File: src/rtl/stream_align_ctrl.sv
// Batch scheduler and per-lane skew limiter in front of a stream-to-pipe aligner.
// Optional stall counter on perf_stall is built only with STREAM_ALIGN_CTRL_PERF_EN defined.
module stream_align_ctrl #(
  parameter int unsigned IN_NB = 4,
  parameter int unsigned DEPTH = 8,
  parameter int unsigned CNT_W = 16
) (
  input  logic             clk,
  input  logic             s_rst_n,
  input  logic             ctrl_start,
  input  logic [CNT_W-1:0] ctrl_len,
  input  logic             ctrl_abort,
  output logic             ctrl_busy,
  output logic             ctrl_done,
  output logic             ctrl_aborted,
  input  logic [IN_NB-1:0] src_vld,
  output logic [IN_NB-1:0] src_rdy,
  output logic [IN_NB-1:0] aln_vld,
  input  logic [IN_NB-1:0] aln_rdy,
  input  logic             aln_avail,
  output logic             error_desync,
  output logic [31:0]      perf_stall
);

  localparam logic [2:0] StIdle     = 3'd0;
  localparam logic [2:0] StRun      = 3'd1;
  localparam logic [2:0] StDrain    = 3'd2;
  localparam logic [2:0] StEqualize = 3'd3;
  localparam logic [2:0] StDone     = 3'd4;

  localparam logic [CNT_W-1:0] DepthC = CNT_W'(DEPTH);

  logic [2:0]       state_q, state_d;
  logic [CNT_W-1:0] len_q, len_d;
  logic [CNT_W-1:0] tgt_q, tgt_d;
  logic [CNT_W-1:0] out_cnt_q, out_cnt_d;
  logic [CNT_W-1:0] acc_q [IN_NB];
  logic [CNT_W-1:0] acc_d [IN_NB];
  logic [CNT_W-1:0] acc_inc [IN_NB];
  logic [CNT_W-1:0] lead [IN_NB];
  logic             aborted_q, aborted_d;
  logic             error_q, error_d;

  logic [IN_NB-1:0] en;
  logic [IN_NB-1:0] hs;
  logic [CNT_W-1:0] min_acc;
  logic [CNT_W-1:0] max_acc_inc;
  logic             all_len;
  logic             all_tgt;
  logic             stall;

  always_comb begin
    en    = '0;
    stall = 1'b0;
    for (int i = 0; i < IN_NB; i++) begin
      // acc never falls below out_cnt, so the difference cannot wrap
      lead[i] = acc_q[i] - out_cnt_q;
      case (state_q)
        StRun:      en[i] = (acc_q[i] < len_q) && (lead[i] < DepthC);
        StEqualize: en[i] = acc_q[i] < tgt_q;
        default:    en[i] = 1'b0;
      endcase
      if (state_q == StRun && src_vld[i] && acc_q[i] < len_q && lead[i] == DepthC) begin
        stall = 1'b1;
      end
    end
  end

  assign aln_vld = src_vld & en;
  assign src_rdy = aln_rdy & en;
  assign hs      = src_vld & src_rdy;

  always_comb begin
    min_acc     = acc_q[0];
    max_acc_inc = '0;
    all_len     = 1'b1;
    all_tgt     = 1'b1;
    for (int i = 0; i < IN_NB; i++) begin
      acc_inc[i] = acc_q[i] + CNT_W'(hs[i]);
      if (acc_q[i] < min_acc) min_acc = acc_q[i];
      if (acc_inc[i] > max_acc_inc) max_acc_inc = acc_inc[i];
      if (acc_q[i] != len_q) all_len = 1'b0;
      if (acc_q[i] != tgt_q) all_tgt = 1'b0;
    end
  end

  always_comb begin
    state_d   = state_q;
    len_d     = len_q;
    tgt_d     = tgt_q;
    aborted_d = aborted_q;
    out_cnt_d = out_cnt_q + CNT_W'(aln_avail);
    for (int i = 0; i < IN_NB; i++) acc_d[i] = acc_inc[i];
    // An aligned word with no lane ahead of the output means the aligner lost lock
    error_d = error_q | (aln_avail & ((state_q == StIdle) | (out_cnt_q == min_acc)));

    case (state_q)
      StIdle: begin
        if (ctrl_start) begin
          len_d     = ctrl_len;
          out_cnt_d = '0;
          error_d   = 1'b0;
          aborted_d = 1'b0;
          for (int i = 0; i < IN_NB; i++) acc_d[i] = '0;
          state_d = (ctrl_len == '0) ? StDone : StRun;
        end
      end
      StRun: begin
        if (ctrl_abort) begin
          // Target includes handshakes landing in the abort cycle itself
          tgt_d     = max_acc_inc;
          aborted_d = 1'b1;
          state_d   = StEqualize;
        end else if (all_len) begin
          state_d = StDrain;
        end
      end
      StDrain: begin
        if (out_cnt_q == len_q) state_d = StDone;
      end
      StEqualize: begin
        if (all_tgt) begin
          len_d   = tgt_q;
          state_d = StDrain;
        end
      end
      StDone: begin
        state_d = StIdle;
      end
      default: begin
        state_d = StIdle;
      end
    endcase
  end

  always_ff @(posedge clk) begin
    if (!s_rst_n) begin
      state_q   <= StIdle;
      len_q     <= '0;
      tgt_q     <= '0;
      out_cnt_q <= '0;
      aborted_q <= 1'b0;
      error_q   <= 1'b0;
      for (int i = 0; i < IN_NB; i++) acc_q[i] <= '0;
    end else begin
      state_q   <= state_d;
      len_q     <= len_d;
      tgt_q     <= tgt_d;
      out_cnt_q <= out_cnt_d;
      aborted_q <= aborted_d;
      error_q   <= error_d;
      for (int i = 0; i < IN_NB; i++) acc_q[i] <= acc_d[i];
    end
  end

  assign ctrl_busy    = (state_q != StIdle);
  assign ctrl_done    = (state_q == StDone);
  assign ctrl_aborted = ctrl_done & aborted_q;
  assign error_desync = error_q;

`ifdef STREAM_ALIGN_CTRL_PERF_EN
  logic [31:0] perf_q;

  always_ff @(posedge clk) begin
    if (!s_rst_n) begin
      perf_q <= '0;
    end else if (state_q == StIdle && ctrl_start) begin
      perf_q <= '0;
    end else if (stall && perf_q != 32'hFFFF_FFFF) begin
      perf_q <= perf_q + 32'd1;
    end
  end

  assign perf_stall = perf_q;
`else
  logic unused_stall;
  assign unused_stall = stall;
  assign perf_stall   = '0;
`endif

endmodule

File: config.mk
export PLATFORM = sky130hd
export DESIGN_NAME = stream_align_ctrl
export DESIGN_NICKNAME = d
export VERILOG_FILES = /design/src/rtl/stream_align_ctrl.sv
export SDC_FILE = /design/constraint.sdc
export NUM_CORES = 1
export LEC_CHECK = 0
export CORE_AREA = 2 2 158 160
export CTS_CLUSTER_DIAMETER = 200
export CTS_CLUSTER_SIZE = 12
export DETAILED_ROUTE_END_ITERATION = 6
export DIE_AREA = 0 0 160 162
export GPL_TIMING_DRIVEN = 0
export PLACE_DENSITY = 0.79
export RECOVER_POWER = 100
export SLEW_MARGIN = 30
export SYNTH_ARGS = -nofsm -noshare
export SYNTH_HDL_FRONTEND = slang
export SYNTH_SLANG_ARGS = --single-unit
File: constraint.sdc
create_clock -name clk -period 16.6 [get_ports clk]
set_input_delay 4.98 -clock clk [delete_from_list [all_inputs] [get_ports clk]]
set_output_delay 4.98 -clock clk [all_outputs]
set_load 0.005 [all_outputs]
Yosys cells after proc, flatten, opt, wreduce, memory -nomap -nowiden
Memories as Yosys holds them, arrays and structs flattened.
Index checks and enable logic that the tools add are counted.
{ "word_totals": {"ff_bits": 53, "mem_bits_rw": 64, "input_bits": 29, "out_inout_bits": 44, "n_memories": 1} }
{ "op_classes": {"addsub": 9, "order_cmp": 19, "n_eq_ne": 19, "muxes": 44, "bitwise_logic": 11, "reduce_logical": 13} }
{ "mem_list": {"columns": ["name", "depth", "width", "read_ports", "rd_ports_with_merged_regs", "write_ports", "line", "source"], "rows": [
  ["acc_q", 4, 16, 4, 0, 4, "37", "logic [CNT_W-1:0] acc_q [IN_NB];"]
]} }
{ "op_table": {"columns": ["cell", "count"], "rows": [
  ["$mux W16", 15],
  ["$lt A16 B16 Y1", 11],
  ["$mux W64", 2],
  ["$ne A16 B16 Y1", 8],
  ["$add A16 B1 Y16", 5],
  ["$lt A16 B4 Y1 const B", 4],
  ["$sub A16 B16 Y16", 4],
  ["$gt A16 B16 Y1", 3],
  ["$eq A16 B16 Y1", 2],
  ["$pmux W16 S2", 1],
  ["$mux W3", 6],
  ["$gt A16 B1 Y1 const B", 1],
  ["$logic_not A16 Y1", 1],
  ["$mux W1", 14],
  ["$and A4 B4 Y4", 3],
  ["$pmux W3 S4", 1],
  ["$pmux W1 S2", 5],
  ["$ne A2 B2 Y1 const B", 4],
  ["$eq A3 B2 Y1 const B", 2],
  ["$or A1 B1 Y1", 6],
  ["$reduce_and A3 Y1", 2],
  ["$logic_and A1 B1 Y1", 4],
  ["$reduce_and A4 Y1", 1],
  ["$reduce_bool A2 Y1", 2],
  ["other kinds (7)", 8]
]} }

Logic depth before layout (Yosys ltp)
An unclocked memory read counts as a cell.
{ "depth": {"word_depth": 16, "ltp_mapped": 59} }

Worst setup path before layout
OpenSTA, ideal clock, no wires.
{ "synth_timing": {"path_kind": "input port to flip-flop", "start": "input port aln_rdy[1]", "end": "register tgt_q[4]", "t_arrival_ns": 12.811, "path_slack_ns": 3.664, "stages": 41, "n_path_buf": 6, "path_cell_list": "inv_1 > o41ai_2 > and2_1 > ha_1 > nand4_1 > or2_2 > nor3_1 > xor2_1 > ha_1 > nand4_1 > or2_2 > or3_1 > o21ai_1 > clkbuf_1 > buf_2 > buf_1 > o21bai_1 > ha_1 > [... 5 more ...] > o21ai_0 > nand2_1 > o21ai_1 > clkbuf_1 > mux2_2 > ha_1 > nor2b_1 > o21a_1 > o21a_1 > o21a_1 > o21a_1 > o21a_1 > o21ai_0 > a21oi_1 > clkbuf_1 > clkbuf_1 > a211oi_1 > o21ai_0"} }
{ "synth_via": {"elab_chain_cells": 9} }
{ "synth_rtl": {"columns": ["item", "line", "source"], "rows": [
  ["start: declaration", "19", "input logic [IN_NB-1:0] aln_rdy,"],
  ["$and A4 B4 Y4 (*)", "70", "assign src_rdy = aln_rdy & en;"],
  ["via src_rdy[1]", "17", "output logic [IN_NB-1:0] src_rdy,"],
  ["$and A4 B4 Y4 (*)", "71", "assign hs = src_vld & src_rdy;"],
  ["$add A16 B1 Y16 (*)", "79", "acc_inc[i] = acc_q[i] + CNT_W'(hs[i]);"],
  ["$gt A16 B16 Y1", "81", "if (acc_inc[i] > max_acc_inc) max_acc_inc = acc_inc[i];"],
  ["$mux W16 (*)", "81", null],
  ["$gt A16 B16 Y1", "81", null],
  ["$mux W16 (*)", "81", null],
  ["$gt A16 B16 Y1", "81", null],
  ["$mux W16 (*)", "81", null],
  ["end signal: assignment", "148", "tgt_q <= tgt_d;"],
  ["end: declaration", "35", "logic [CNT_W-1:0] tgt_q, tgt_d;"]
]} }
The timed path passes the listed nets; every way through them passes the cells marked *.
A chain may end at the register's enable or synchronous reset.

Final worst setup path
{ "layout_timing": {"start": "input port aln_rdy[1]", "end": "register tgt_q[4]"} }
{ "layout_via": {"elab_chain_cells": 9} }
{ "layout_rtl": {"columns": ["item", "line"], "rows": [
  ["$and A4 B4 Y4 (*)", "70"],
  ["$and A4 B4 Y4 (*)", "71"],
  ["$add A16 B1 Y16 (*)", "79"],
  ["$gt A16 B16 Y1", "81"],
  ["$mux W16 (*)", "81"],
  ["$gt A16 B16 Y1", "81"],
  ["$mux W16 (*)", "81"],
  ["$gt A16 B16 Y1", "81"],
  ["$mux W16 (*)", "81"]
]} }
Every way passes the cells marked *; elsewhere a longest branch is shown, timed or not.

==> out/results.tsv <==
stage	metric	value	unit
outcome	outcome	finished, violations left	
outcome	violations	design-rule violations	
floorplanning	die_h	162	µm
synth	ys_ff_latch	117	
worst_setup_path	setup.worst_path.start_class	primary input	
pwr	internal_power	0.685	mW
synth	ys_seq_area_share	16.3	%
floorplanning	ios	73	
synth	synth.area.top_cells	ha_1 25%, dfxtp_1 16%, nor2_1 5.3%	
pwr	switching_share	39.8	%
route	first_pass_iters	7	
route	antenna_left	0	
grt	grt_pass1_wl	80800	µm
layout	fin_area	0.0158	mm²
run	cap_violations	0	
clocking	clk_path_buf_depth	2	
clocking	cts_setup_buffers	0	
synth	async_flop_share	0	%
grt	grt-ovfl-total	0	
synth	synth_commonest_cells	287 x ha_1, 204 x nor2_1, 124 x inv_1	
worst_setup_path	cp.required	16910	ps
clocking	htreeDepth	4	
synth	synth_top_area_share	25.0	%
timing	post-route-period-util	93.3	%
layout	n_antenna_cell	0	
grt	grt_pass1_vias	13904	
clocking	cts_tree	done	
layout	nNetsFinal	2253	
layout	fill_cells	2165	
pwr	p_sw	0.453	mW
worst_setup_path	path_common_cell	o21ai_0	
synth	synth.largest_area_cell	ha_1	
route	vias	14665	
timing	rsz0062_at_grt	no	
pwr	p_per_area	71.9	mW/mm²
synth	synthCells	1847	
clocking	ctsResizeCount	0	
route	wl_per_cell	23.8	µm
clocking	clock_latency	440	ps
layout	final_layout_size_suffix_gt1_share	5.75	%
pwr	leakagePower	7.36	nW
timing	max_freq	64.6	MHz
worst_setup_path	slowest_delay	570	ps
clocking	cts_sinks	117	
worst_setup_path	crit_path_end_kind	flop	
timing	skew	14.1	ps
floorplanning	die-area	0.0259	mm²
floorplanning	initial_core_util	59.5	%
pwr	p_comb_share	41.6	%
timing	worstMarginPinSlew	1180	ps
pwr	ir_worst_vdd	0.000103	V
worst_setup_path	crit_fanout	10	
layout	area_growth	10.2	%
synth	synth-edff-count	0	
placement	place_congestion	1.01	
layout	layout.cells.non_filler	2273	
synth	ys_types	82	
clocking	path_clk_slew	60	ps
route	routed_wirelength	54200	µm
floorplanning	die_w	160	µm
synth	synth_area	0.0144	mm²
worst_setup_path	arrival	15800	ps
floorplanning	rows	57	
timing	fin_setup_tns	0	ps
timing	timing.hold.ws	465	ps
timing	drv_slew	0	
grt	antenna_found_initial	0	
clocking	numCtsBuffers	17	
clocking	postCtsHoldBufs	0	
grt	track_usage	41.2	%
layout	multiInputGateArea	0.0112	mm²
synth	synth-main-ff-cell	dfxtp_1	
worst_setup_path	crit_type	in -> reg	
grt	grt_max_degree	17	
layout	layout.area.seq	0.00234	mm²
pwr	pwr-share-clk	31.6	%
clocking	cts_root_buffer	clkbuf_16	
floorplanning	core_area	0.0241	mm²
placement	place_hpwl	43100	µm
timing	slew_headroom	21.0	%
synth	syn_avg_cell_area	7.77	µm²
timing	setup_viol	0	
timing	finalWorstPathRequiredPeriod	15490	ps
placement	dpl_cell_area	0.0153	mm²
placement	port_buffers	40	
route	first_iter_violations	1448	
timing	hold_viol_final	0	
synth	synthMostInstantiatedCell	ha_1	
min_path	hp-class	reg -> reg	
route	viasPerCell	6.45	
worst_setup_path	crit_slowest_cell	dlygate4sd3_1	
synth	synth_warnings	0	
pwr	seqPwrFrac	26.8	%
placement	placed_cells	2242	
route	drc	2	
## through the flow
stage | power [mW] | util (%) | worst slack (ps)
2_1_floorplan | 0.630 | - | 3660
3_3_place_gp | 0.764 | 63.4 | 1440
3_5_place_dp | 0.770 | 63.4 | 1270
4_1_cts | 1.12 | 65.7 | 1550
5_1_grt | 1.18 | 65.6 | 421
6_report | 1.14 | 65.6 | 1110
## critical path, delay by kind of cell
| family | cells | cell delay (ps) |
|---|---|---|
| AOI/OAI and AO/OA | 22 | 4630 |
| buffers and inverters | 8 | 2780 |
| adders and majority gates | 5 | 1490 |
| and+or+nand+nor | 11 | 1480 |
| xor gates and xnor gates | 1 | 400 |
## worst paths after layout
path         depth (start not counted)       end  slack, ps          from
min reg2reg                          2  tgt_q[3]        460      tgt_q[3]
max                                 47  tgt_q[4]       1110    aln_rdy[1]
max reg2reg                         56  tgt_q[4]       3110  out_cnt_q[1]
min                                  2  tgt_q[3]        460      tgt_q[3]
## cells by family (layout without fill, tap and decap cells)
group	after synthesis	after routing	synth area share [%]
adder cells (fa/ha/maj)	287	287	25.0
flip-flops	117	117	16.3
AO/OA/AOI/OAI	446	446	20.8
XOR/XNOR	110	110	6.71
multiplexers	29	29	2.14
buffers and inverters	209	280	6.46
AND/OR/NAND/NOR	648	648	22.5
other	1	32	0.0261
## cells in the final DEF, fill, tap and decap left out, drive strengths merged, types with 6 or more instances in the layout
master	n
a2111oi	6
a211oi	22
a21o	54
a21oi	115
a22oi	7
a31oi	20
and2	41
and3	25
buf	41
clkbuf	59
clkdlybuf4s50	24
clkinv	7
conb	32
dfxtp	117
dlygate4sd3	16
ha	287
inv	129
mux2	11
mux2i	18
nand2	105
nand2b	24
nand3	52
nand4	60
nor2	204
nor2b	35
nor3	39
nor4	20
o211ai	14
o21a	47
o21ai	101
o311a	10
o41ai	6
or2	10
or3	8
or4	9
xnor2	71
xor2	39
## sequential cells by signal (all words and copies together) (netlist names)
name	cells
out_cnt_q	16
tgt_q	16
len_q	16
acc_q	64
error_desync	1
state_q	3
aborted_q	1
## power groups by stage
| stage | sequential [mW] | combinational, mW | clock [mW] |
|---|---|---|---|
| 2_1_floorplan | 0.307 | 0.323 | 0 |
| 3_3_place_gp | 0.310 | 0.454 | 0 |
| 3_5_place_dp | 0.310 | 0.460 | 0 |
| 4_1_cts | 0.304 | 0.463 | 0.356 |
| 5_1_grt | 0.306 | 0.510 | 0.369 |
| 6_report | 0.305 | 0.473 | 0.359 |
## final cells by class
cell class | instances | share of cell area (%)
sequential | 117 | 14.8
multi-input combinational | 1552 | 70.7
buffer | 82 | 2.85
tap | 324 | 2.56
clock inverter | 13 | 0.783
inverter | 127 | 3.01
clock buffer | 18 | 2.78
timing repair buffer | 40 | 2.53
## routing by layer
layer  GRT usage [%]  share of wire (%)
met1            52.8                 40
met2            64.8                 42
met3            5.52                9.8
met4            28.3                7.9
met5               0                  0
(Power assumes the default switching activity.)
